**src/rtl/uart_cmd_wrapper.sv**
```systemverilog
// uart_cmd_wrapper: glue between a byte-oriented UART and a 16-bit command
// processor.
//
// Receive path: the high byte is assembled first, then the low byte. The result
// is presented as cmd/cmd_rdy and held until the processor pulses clr_cmd_rdy.
// Transmit path: response bytes go to the UART transmitter. One extra byte is
// buffered while a transmission is in flight.
//
// Optional feature: `define CMD_TIMEOUT_EN to enable it. When enabled, a high
// byte is discarded if the low byte does not arrive within TO_CYCLES clocks.
// When it is undefined, no counter is built and TO_CYCLES has no effect.
//
// Ports:
//   clk, rst_n    clock and asynchronous active-low reset
//   rx_data       byte from the UART receiver, valid while rx_rdy is high
//   rx_rdy        receiver holds the byte until clr_rx_rdy
//   clr_rx_rdy    one-cycle pulse; the byte has been consumed
//   cmd           assembled command {high byte, low byte}
//   cmd_rdy       cmd is valid and stable
//   clr_cmd_rdy   processor has finished with cmd
//   resp          response byte from the processor
//   send_resp     one-cycle request to transmit resp
//   resp_sent     one-cycle pulse; a response byte has finished transmitting
//   tx_data       byte to the UART transmitter
//   trmt          one-cycle pulse; start transmitting tx_data
//   tx_done       one-cycle pulse from the transmitter; the byte is finished
module uart_cmd_wrapper #(
    parameter logic [23:0] TO_CYCLES = 24'd1_000_000
) (
    input  logic        clk,
    input  logic        rst_n,
    input  logic [7:0]  rx_data,
    input  logic        rx_rdy,
    output logic        clr_rx_rdy,
    output logic [15:0] cmd,
    output logic        cmd_rdy,
    input  logic        clr_cmd_rdy,
    input  logic [7:0]  resp,
    input  logic        send_resp,
    output logic        resp_sent,
    output logic [7:0]  tx_data,
    output logic        trmt,
    input  logic        tx_done
);

    localparam int unsigned TO_W = 24;

    typedef enum logic [1:0] {
        WAIT_HI   = 2'd0,
        WAIT_LO   = 2'd1,
        CMD_VALID = 2'd2
    } rx_state_t;

    typedef enum logic {
        TX_IDLE = 1'b0,
        TX_BUSY = 1'b1
    } tx_state_t;

    rx_state_t  rx_state;
    tx_state_t  tx_state;
    logic       pend_vld;
    logic [7:0] pend_data;
    logic       rx_take;
    logic       to_expire;

    // clr_rx_rdy is registered, so the receiver still shows the old byte for
    // one cycle after it is consumed. Blocking capture in that cycle prevents
    // the same byte from being taken twice.
    assign rx_take = rx_rdy && !clr_rx_rdy;

`ifdef CMD_TIMEOUT_EN
    logic [TO_W-1:0] to_cnt;

    // The counter is zero outside WAIT_LO, so it is always clear when WAIT_LO is entered.
    always_ff @(posedge clk or negedge rst_n) begin
        if (!rst_n) begin
            to_cnt <= '0;
        end else if (rx_state != WAIT_LO) begin
            to_cnt <= '0;
        end else begin
            to_cnt <= to_cnt + TO_W'(1);
        end
    end

    assign to_expire = (rx_state == WAIT_LO) && !rx_take &&
                       (to_cnt == (TO_CYCLES - TO_W'(1)));
`else
    assign to_expire = 1'b0;
`endif

    // Receive FSM: assembles the two command bytes and holds the command until it is released.
    always_ff @(posedge clk or negedge rst_n) begin
        if (!rst_n) begin
            rx_state   <= WAIT_HI;
            cmd        <= 16'h0000;
            cmd_rdy    <= 1'b0;
            clr_rx_rdy <= 1'b0;
        end else begin
            clr_rx_rdy <= 1'b0;
            case (rx_state)
                WAIT_HI: begin
                    if (rx_take) begin
                        cmd[15:8]  <= rx_data;
                        clr_rx_rdy <= 1'b1;
                        rx_state   <= WAIT_LO;
                    end
                end
                WAIT_LO: begin
                    if (rx_take) begin
                        cmd[7:0]   <= rx_data;
                        clr_rx_rdy <= 1'b1;
                        cmd_rdy    <= 1'b1;
                        rx_state   <= CMD_VALID;
                    end else if (to_expire) begin
                        cmd[15:8]  <= 8'h00;
                        rx_state   <= WAIT_HI;
                    end
                end
                CMD_VALID: begin
                    // The receiver is back-pressured here; new bytes wait on rx_rdy.
                    if (clr_cmd_rdy) begin
                        cmd_rdy  <= 1'b0;
                        rx_state <= WAIT_HI;
                    end
                end
                default: begin
                    rx_state <= WAIT_HI;
                end
            endcase
        end
    end

    // Transmit FSM: keeps one byte in flight and one byte pending.
    always_ff @(posedge clk or negedge rst_n) begin
        if (!rst_n) begin
            tx_state  <= TX_IDLE;
            tx_data   <= 8'h00;
            trmt      <= 1'b0;
            resp_sent <= 1'b0;
            pend_vld  <= 1'b0;
            pend_data <= 8'h00;
        end else begin
            trmt      <= 1'b0;
            resp_sent <= 1'b0;
            case (tx_state)
                TX_IDLE: begin
                    // A stray tx_done while idle is ignored.
                    if (send_resp) begin
                        tx_data  <= resp;
                        trmt     <= 1'b1;
                        tx_state <= TX_BUSY;
                    end
                end
                TX_BUSY: begin
                    if (tx_done) begin
                        resp_sent <= 1'b1;
                        if (pend_vld) begin
                            // The pending byte goes out next; a request in the
                            // same cycle takes the freed pending slot.
                            tx_data  <= pend_data;
                            trmt     <= 1'b1;
                            pend_vld <= send_resp;
                            if (send_resp) begin
                                pend_data <= resp;
                            end
                        end else if (send_resp) begin
                            // Nothing is queued, so the new byte is sent directly.
                            tx_data <= resp;
                            trmt    <= 1'b1;
                        end else begin
                            tx_state <= TX_IDLE;
                        end
                    end else if (send_resp && !pend_vld) begin
                        pend_data <= resp;
                        pend_vld  <= 1'b1;
                    end
                end
                default: begin
                    tx_state <= TX_IDLE;
                end
            endcase
        end
    end

endmodule

```
**config.mk**
```make
export PLATFORM = sky130hd
export DESIGN_NAME = uart_cmd_wrapper
export DESIGN_NICKNAME = d
export VERILOG_FILES = /design/src/rtl/uart_cmd_wrapper.sv
export SDC_FILE = /design/constraint.sdc
export NUM_CORES = 1
export LEC_CHECK = 0
export BUFFER_PORTS_ARGS = -buffer_cell sky130_fd_sc_hd__buf_2
export CORE_AREA = 2 2 59 61
export DETAILED_ROUTE_END_ITERATION = 7
export DIE_AREA = 0 0 61 63
export PLACE_DENSITY_LB_ADDON = 0.08
export RECOVER_POWER = 100
export REMOVE_ABC_BUFFERS = 1
export SLEW_MARGIN = 30
export SYNTH_ARGS = -nofsm -noshare
export SYNTH_HDL_FRONTEND = slang
export SYNTH_SLANG_ARGS = --single-unit
```
**constraint.sdc**
```tcl
create_clock -name clk -period 3.9 [get_ports clk]
set_input_delay 0.39 -clock clk [delete_from_list [all_inputs] [get_ports clk]]
set_output_delay 0.39 -clock clk [all_outputs]
set_load 0.03 [all_outputs]
```
* Word level (Yosys, flattened, before mapping)
Index checks and enable logic that the tools add are counted.
Operators by class: equality and inequality tests 8, reductions and logical operators 14, muxes and demuxes 28, bitwise operators 1
Operators with widths (count):
- $mux W8 | 7
- $pmux W8 S2 | 1
- $mux W1 | 13
- $ne A2 B2 Y1 const B | 5
- $mux W2 | 3
- $pmux W1 S2 | 3
- $pmux W2 S3 | 1
- $reduce_and A2 Y1 | 3
- $reduce_and A3 Y1 | 2
- $reduce_and A4 Y1 | 1
- $reduce_bool A2 Y1 | 2
- $eq A2 B1 Y1 const B | 1
- $eq A2 B2 Y1 const B | 1
- $logic_and A1 B1 Y1 | 2
- $logic_not A1 Y1 | 2
- $logic_not A2 Y1 | 1
- $ne A2 B1 Y1 const B | 1
- $reduce_or A2 Y1 | 1
- $not A1 Y1 | 1
Storage, ports and cells: logic and storage cells 62, input bits 22, register bits 40, output and inout port bits 28

* Logic depth before layout (Yosys ltp)
Gate-level depths: netlist of run 1.
word-level depth 4, depth in mapped cells 4, mapped depth without buffers 3

* Least setup slack after synthesis of run 1
Ideal clock, no wire load.
path kind register to register, start point register clr_rx_rdy, end point register cmd[10], path slack 2.421 ns, library setup time 0.125 ns, path buffers 1, cell stages (with the launch flop) 5, period minus slack after synthesis 1.479 ns, arrival time 1.354 ns, data required time 3.775 ns, path through dfrtp_1 > nor3b_2 > nor2b_1 > buf_4 > mux2_2
Between the ends: cells in the longest elaborated chain, start to end 3
RTL lines:
- from (decl) | line 34 | output logic clr_rx_rdy,
- from (signal assigned) | line 97 | clr_rx_rdy <= 1'b0;
- from (signal assigned) | line 99 | clr_rx_rdy <= 1'b0;
- from (signal assigned) | line 104 | clr_rx_rdy <= 1'b1;
- $logic_not A1 Y1 | line 69 | assign rx_take = rx_rdy && !clr_rx_rdy;
- $logic_and A1 B1 Y1 | line 69
- $reduce_and A2 Y1 (no line)
- to (signal assigned) | line 103 | cmd[15:8] <= rx_data;
- to (decl) | line 35 | output logic [15:0] cmd,
Every way passes these cells. A chain may end at the register's enable or synchronous reset.

* Worst setup path in the final report of run 1
start point register rx_state[1], end point register cmd[10]
Between the ends: cells in the longest elaborated chain, start to end 2
RTL lines:
- from (decl) | line 59 | rx_state_t rx_state;
- from (signal assigned) | line 94 | rx_state <= WAIT_HI;
- from (signal assigned) | line 105 | rx_state <= WAIT_LO;
- from (signal assigned) | line 113 | rx_state <= CMD_VALID;
- $logic_not A2 Y1 | line 100 | case (rx_state)
- $reduce_and A2 Y1 (no line)
Every way passes these cells.

==> results of run 1 <==
final timing paths:
path	startpoint	cells past startpoint	to	slack (ns)
max in group asynchronous	rst_n	1	cmd[6]$_DFFE_PN0P_	2.05
max	rx_state[1]$_DFFE_PN0P_	3	cmd[10]$_DFFE_PN0P_	1.96
min	resp[0]	2	pend_data[0]$_DFFE_PN0P_	0.27
max reg2reg	rx_state[1]$_DFFE_PN0P_	3	cmd[10]$_DFFE_PN0P_	1.96
min in group asynchronous	rst_n	1	pend_data[3]$_DFFE_PN0P_	0.65
min reg2reg	rx_state[1]$_DFFE_PN0P_	1	rx_state[0]$_DFFE_PN0P_	0.49
layout make-up:
type	count	share of cell area, %
Sequential cell	40	52.8
Multi-Input combinational cell	61	30.1
Clock inverter	2	0.660
Tap cell	46	3.04
Timing Repair Buffer	49	11.0
Inverter	2	0.396
Clock buffer	5	1.98
worst reg2reg max path, stage by stage (launching register included):
cell     delay, ns
dfrtp_1       0.43
nor3b_1       0.38
nor2b_1       0.61
mux2_2        0.42
power by group:
part / internal, µW / switching, µW / total [µW]
Sequential: 611 / 109 / 720
Clock: 65.7 / 129 / 195
Combinational: 279 / 470 / 749
kinds of logic after synthesis:
logic type | share of synthesized area [%]
multiplexers | 29.2
flip-flops | 60.9
AO/OA/AOI/OAI | 2.36
AND/OR/NAND/NOR | 4.41
buffers and inverters | 2.05
XOR/XNOR | 1.07
layer usage:
metal / up-vias / GRT usage (%) / share of wire (%)
li1: 472 / - / -
met1: 487 / 18.5 / 41
met2: 33 / 27.6 / 51
met3: 5 / 5.80 / 6.1
met4: 0 / 5.71 / 1.9
met5: - / 0 / 0
cells in the final DEF, fill, tap and decap left out:
| cell type | count |
|---|---|
| mux2_2 | 32 |
| nor2_1 | 4 |
| clkinv_2 | 1 |
| o21ai_0 | 1 |
| dfrtp_1 | 40 |
| and2_0 | 1 |
| buf_2 | 20 |
| a21oi_1 | 3 |
| and3_1 | 1 |
| nand2_1 | 2 |
| clkbuf_1 | 29 |
| clkbuf_4 | 5 |
| nor2b_1 | 2 |
| nor3b_1 | 1 |
| mux2_1 | 8 |
| nand2b_1 | 1 |
| a21o_1 | 2 |
| clkinvlp_4 | 1 |
| inv_1 | 2 |
| xnor2_1 | 2 |
| nand2_2 | 1 |
state kept, by name (all words and copies together) (netlist names):
name,count
rx_state,2
tx_data,8
clr_rx_rdy,1
cmd,16
pend_data,8
tx_state,1
resp_sent,1
cmd_rdy,1
pend_vld,1
trmt,1
synthesized netlist by cell type, types with 2 or more instances:
cell type,n,area share [%]
a21o_1,2,0.91
a21oi_1,2,0.61
buf_4,2,0.91
dfrtp_1,40,61
inv_1,2,0.46
mux2_2,32,22
mux2_4,8,7.3
nand2_1,2,0.46
nor2_1,4,0.91
nor2b_1,2,0.76
xnor2_1,2,1.1
through the flow:
step	instance area, µm²	instances	worst slack, ns	hold WS, ns
finish	1900	205	1.96	0.268
global placement	1920	198	2.07	0.474
detailed placement	1920	198	2.02	0.491
floorplan	1620	103	2.20	0.0944
global route	1900	205	1.64	0.254
CTS	1970	205	2.02	0.153
==> out/results.ini, run 1 <==
[job]
max_cap_violations = 1

[power_and_ir_drop]
total_power_uw = 1660
leakagePower_uw = 0.000842
ir_drop_mv = 0.363
powerDensity_nw_per_um2 = 878

[yosys]
synthCells = 106
ys_async_sr_fraction_pct = 100
synth-seq-area-share_pct = 60.9
yosys_warnings = 0
synth_flop_cell = dfrtp_1
synth_edf_count = 0
ys_ff_latch = 40
synth.distinct_cells = 19
syn_area_um2 = 1640
syn_area_per_cell_um2 = 15.5

[route]
vias = 997
drtPass1Iterations = 4
via_per_inst = 4.86
drt_iter0_markers = 17
drt_wl_total_um = 2800
drc = 0
post_drt_wl_per_cell_um = 13.6
ant_nets = 0

[final_layout]
syn_to_final_growth_pct = 15.3
layout-drive-gt1-share_pct = 37.7
multi_input_area_um2 = 571
fill_cells = 315
final_util_pct = 58.7
finalNetCount = 181
seqCellArea_um2 = 1000
diodes = 0

[worst_setup_path]
path_buf_inv = 0
critPathArrivalTime_ns = 2.18
crit_family = simple AND/OR/NAND/NOR gates
path_max_fanout = 8
slowest_delay_ns = 0.61
crit_path_end_kind = flip-flop
cp_slowest_cell = nor2b_1
cp_cell_sequence = nor3b_1 > nor2b_1 > mux2_2
worstSetupStartpointType = flip-flop
cp_data_required_time_ns = 4.13
critPathKind = reg -> reg

[clock_tree]
cts_post_setup_buffers_inserted = 0
cts_tree = built
insertion_delay_ns = 0.34
hold_buffers = 0
clkSinkCount = 40
cts_buffers = 5
clk_pin_slew_worst_paths_ns = 0.11
cts_buffer_depth = 2
post_cts_resized = 0
clockRootBuffer = clkbuf_4
htree_levels = 2

[floorplan]
die_height_um = 63
dieArea_um2 = 3840
rows = 21
core_um2 = 3230
start_util_pct = 50.9
io_pins = 50
die_width_um = 61

[global_routing]
grt-ovfl-total = 0
grt_max_degree = 41
antenna_found_initial = 0
grt_usage_pct = 16.3
grt_pass1_wl_um = 4570
grt_pass1_vias = 1014

[timing]
tightest_slew_ns = 2.12
rsz0062_at_grt = no
finClkSkew_ns = 0.00679
layout_min_cycle_time_ns = 1.94
hold_viol_final = 0
clock.fmax_mhz = 514
tns_ns = 0
final-setup-viol-count = 0
max-slew-margin-rel_pct = -41.4
finalCritPeriodShare_pct = 49.8
slew_viol_final = 41

[placed_design]
io_buffers = 49
dp_hpwl_um = 2040
gp_congestion = 0.625

[hold_path]
hp-class = in -> reg

[run_status]
failed_checks = max-capacitance violations, max-slew violations
status = finished with violations

No activity file was read; power rests on OpenSTA's default activity.
==> run 2, diff against run 1 <==
Settings changed: CORE_AREA 2 2 59 61 to 2 2 61 63, DIE_AREA 0 0 61 63 to 0 0 63 65.
Clock period 3.9 ns to 2 ns, I/O delays scaled along.
==> out/results.ini, run 2 (synthesis results as in run 1) <==
[placed_design]
preCtsSetupSlack_ns = 0.361
placed_cell_area_um2 = 1930
gp_congestion = 0.740
dp_hpwl_um = 2050
io_buffers = 49

[route]
ant_nets = 0
drc = 0
drtPass1Iterations = 4
drt_iter0_markers = 52
via_per_inst = 4.80
vias = 1009
drt_wl_total_um = 2840
post_drt_wl_per_cell_um = 13.5

[timing]
tns_ns = 0
finClkSkew_ns = 0.00304
max-slew-margin-rel_pct = 36.4
rsz0062_at_grt = no
final-setup-viol-count = 0
finalCritPeriodShare_pct = 82.1
hold_viol_final = 0
clock.fmax_mhz = 609
tightest_slew_ns = 0.953
layout_min_cycle_time_ns = 1.64
whs_ns = 0.0879
setup_slack_ns = 0.358
slew_viol_final = 0

[clock_tree]
clkSinkCount = 40
clockRootBuffer = clkbuf_4
clk_pin_slew_worst_paths_ns = 0.10
cts_buffer_depth = 2
cts_post_setup_buffers_inserted = 0
cts_buffers = 5
htree_levels = 2
insertion_delay_ns = 0.33
cts_tree = built

[final_layout]
layout-drive-gt1-share_pct = 38.9
final_common_cell = dfrtp_1
final_cell_mix = 40 x dfrtp_1, 32 x mux2_2, 30 x clkbuf_1
fill_cells = 348
largestRegisters = cmd x16, pend_data x8, tx_data x8
finalNetCount = 183
seqCellArea_um2 = 1000
multi_input_area_um2 = 579
finalInstanceArea_um2 = 1930
top_register = cmd
diodes = 0
syn_to_final_growth_pct = 17.7
largest_reg_flops = 16

[power_and_ir_drop]
pwr-share-seq_pct = 42.9
leakagePower_uw = 0.000864
swShare_pct = 41.8
power_switching_uw = 1380
powerDensity_nw_per_um2 = 1710
p_comb_share_pct = 44.7
power.internal_uw = 1920
total_power_uw = 3300
ir_drop_mv = 0.699
pwr-share-clk_pct = 12.5

[worst_setup_path]
r2r_start = rx_state[1]$_DFFE_PN0P_
worstSetupStartpointType = flip-flop
crit_path_end_kind = flip-flop
r2r_slack_ns = 0.36
slowest_delay_ns = 0.45
critPathArrivalTime_ns = 1.87
startpoint = rx_state[1]$_DFFE_PN0P_
path_max_fanout = 9
cp_cell_sequence = nor3b_2 > and2_1 > mux2_2
cp_slowest_cell = and2_1
cp_data_required_time_ns = 2.23
endpoint = cmd[2]$_DFFE_PN0P_
worstReg2RegEnd = cmd[2]$_DFFE_PN0P_
rr_worst_depth = 3
critPathKind = reg -> reg

[global_routing]
grt_pass1_vias = 960
grt_pass1_wl_um = 4690
grt_usage_pct = 15.4
grt_max_degree = 41
grt-ovfl-total = 0
antenna_found_initial = 0

[floorplan]
rows = 22
die_width_um = 63
io_pins = 50
core_um2 = 3500
dieArea_um2 = 4100
die_height_um = 65
start_util_pct = 47.0

[run_status]
status = finished, final reports clean

[hold_path]
hp-class = in -> reg

[job]
max_cap_violations = 0

run 2: changes by cell type in the layout (fill, tap and decap cells not counted), sizes merged:
cell         delta
clkbuf          +3
dlygate4sd3     +1
clkinv          -1
clkinvlp        -1
buf             +1
run 2: layout make-up:
class | instances | share of cell area [%]
timing repair buffer | 51 | 11.8
multi-input combinational | 61 | 29.9
tap | 48 | 3.10
clock buffer | 8 | 3.04
inverter | 2 | 0.388
sequential | 40 | 51.7
run 2: how the worst min path moves through the flow:
stage | start | cells past startpoint | endpoint
final | send_resp | 2 | tx_state$_DFF_PN0_
after global routing | rx_data[6] | 2 | cmd[14]$_DFFE_PN0P_
after CTS | send_resp | 2 | tx_state$_DFF_PN0_
after detailed placement | rst_n | 1 | resp_sent$_DFF_PN0_
after global placement | rst_n | 1 | resp_sent$_DFF_PN0_
after floorplan | rst_n | 0 | clr_rx_rdy$_DFF_PN0_
run 2: timing repair:
action	4_1_cts	5_1_grt
endpoints found under the hold margin	40	0
hold buffers	1	0
resized for setup	0	0
run 2: critical path: cells and delay by family, from the launching register on:
kind / cells / cell delay [ns]
DFF: 1 / 0.43
muxes: 1 / 0.39
and+or+nand+nor: 2 / 0.71
run 2: per-stage QoR:
step	instances	util (%)
after floorplan	103	-
after global placement	201	55.2
final	210	55.3
after global routing	210	55.3
after detailed placement	201	55.2
after CTS	210	57.2
run 2: per-layer routing:
metal  part of all wire [%]  wire (µm)  vias up  GRT usage [%]
li1                       -          -      481              -
met1                     44       1260      489           19.7
met2                     48       1370       32           23.9
met3                    5.2        148        7           4.69
met4                    2.0         57        0           7.50
met5                      0          0        -              0
run 2: power by group through the flow:
stage	logic [µW]	registers (µW)	clock network (µW)
detailed placement	1660	1430	0
floorplan	672	1950	0
CTS	1660	1420	436
finish	1480	1420	411
global placement	1630	1410	0
global route	1580	1470	469
==> run 3, diff against run 2 <==
Clock period 2 ns to 1.55 ns, I/O delays scaled along.
==> out/results.ini, run 3 (synthesis results as in run 1) <==
[worst_setup_path]
crit_path_end_kind = flip-flop
crit_family = flip-flops
slowest_delay_ns = 0.42
path_depth = 4
path_max_fanout = 8
rr_worst_depth = 4
cp_cell_sequence = nor3b_4 > nor2b_2 > buf_4 > mux2_2
cp_data_required_time_ns = 1.76
path_buf_inv = 1
critPathKind = reg -> reg
cp_slowest_cell = dfrtp_1
worstSetupStartpointType = flip-flop
critPathArrivalTime_ns = 1.69

[final_layout]
final_util_pct = 58.9
finalInstanceArea_um2 = 2060
diodes = 0
syn_to_final_growth_pct = 25.3
finalNetCount = 191
top_register = cmd
final_common_cell = buf_2
fill_cells = 312
largest_reg_flops = 16
layout-drive-gt1-share_pct = 64.1
largestRegisters = cmd x16, pend_data x8, tx_data x8
final_cell_mix = 48 x buf_2, 40 x dfrtp_1, 32 x mux2_2

[global_routing]
grt_pass1_vias = 1061
grt_usage_pct = 16.2
grt_max_degree = 21
grt_pass1_wl_um = 5020
antenna_found_initial = 0
grt-ovfl-total = 0

[clock_tree]
cts_tree = built
clockRootBuffer = clkbuf_4
cts_buffer_depth = 2
clk_pin_slew_worst_paths_ns = 0.10
insertion_delay_ns = 0.33
cts_buffers = 5
clkSinkCount = 40
htree_levels = 2

[power_and_ir_drop]
pwr-share-seq_pct = 40.8
swShare_pct = 40.0
powerDensity_nw_per_um2 = 2180
power.internal_uw = 2690
leakagePower_uw = 0.00101
pwr-share-clk_pct = 9.6
ir_drop_mv = 1.13
power_switching_uw = 1790
p_comb_share_pct = 49.6

[timing]
whs_ns = 0.0404
final-setup-viol-count = 0
finClkSkew_ns = 0.00603
layout_min_cycle_time_ns = 1.48
tightest_slew_ns = 1.09
slew_viol_final = 0
hold_viol_final = 0
tns_ns = 0
clock.fmax_mhz = 677
finalCritPeriodShare_pct = 95.3
max-slew-margin-rel_pct = 27.4

[route]
drtPass1Iterations = 4
drc = 0
post_drt_wl_per_cell_um = 13.7
via_per_inst = 4.83
vias = 1038
drt_iter0_markers = 47
ant_nets = 0
drt_wl_total_um = 2950

[floorplan]
start_util_pct = 47.0
io_pins = 50
rows = 22
dieArea_um2 = 4100
die_height_um = 65
core_um2 = 3500
die_width_um = 63

[placed_design]
gp_congestion = 0.710
io_buffers = 49
placed_cell_area_um2 = 1980
dp_hpwl_um = 2190

[hold_path]
whs_path_depth = 2
hp-class = in -> reg

[run_status]
status = finished, final reports clean

[job]
max_cap_violations = 0

[run 3: power groups by stage]
stage	Sequential, µW	Combinational (µW)	Clock, µW
detailed placement	1850	2200	0
global placement	1820	2160	0
floorplan	2520	867	0
global route	1900	2390	511
CTS	1830	2220	459
finish	1830	2220	429
[run 3: metrics by stage]
| step | setup slack (ns) | cells | power [µW] |
|---|---|---|---|
| finish | 0.0721 | 215 | 4480 |
| global route | -0.0169 | 215 | 4800 |
| CTS | 0.0731 | 212 | 4510 |
| detailed placement | -0.0459 | 206 | 4060 |
| global placement | 0.0387 | 206 | 3980 |
| floorplan | -0.148 | 103 | 3380 |
[run 3: final timing paths]
kind                                 startpoint                  end  slack (ns)
setup / recovery           clr_rx_rdy$_DFF_PN0_  cmd[13]$_DFFE_PN0P_        0.07
hold / removal                        send_resp   tx_state$_DFF_PN0_        0.04
setup reg to reg           clr_rx_rdy$_DFF_PN0_  cmd[13]$_DFFE_PN0P_        0.07
hold reg to reg             cmd[10]$_DFFE_PN0P_  cmd[10]$_DFFE_PN0P_        0.51
max in group asynchronous                 rst_n  cmd[13]$_DFFE_PN0P_        0.25
min in group asynchronous                 rst_n  resp_sent$_DFF_PN0_        0.54
[run 3: timing repair]
| action | in CTS | in global routing |
|---|---|---|
| hold buffers | 1 | 0 |
| hold endpoints to repair | 18 | 0 |
| gates resized for setup | 1 | 2 |
| setup buffers | 0 | 3 |
| gates cloned | 0 | 0 |
| setup endpoints to repair | 8 | 16 |
| pin swaps | 0 | 1 |
[run 3: cell type report]
cell class / count / area [µm²] / area share (%)
Timing Repair Buffer: 59 / 334 / 16.2
Tap cell: 48 / 60.1 / 2.92
Sequential cell: 40 / 1000 / 48.6
Inverter: 2 / 7.51 / 0.365
Clock buffer: 5 / 37.5 / 1.82
Multi-Input combinational cell: 61 / 619 / 30.1
[run 3: layer usage]
metal | vias to the layer above | wire length (µm) | track usage (%)
met3 | 7 | 170 | 4.17
met4 | 0 | 55 | 7.50
li1 | 485 | - | -
met5 | - | 0 | 0
met2 | 32 | 1460 | 25.3
met1 | 514 | 1270 | 21.3
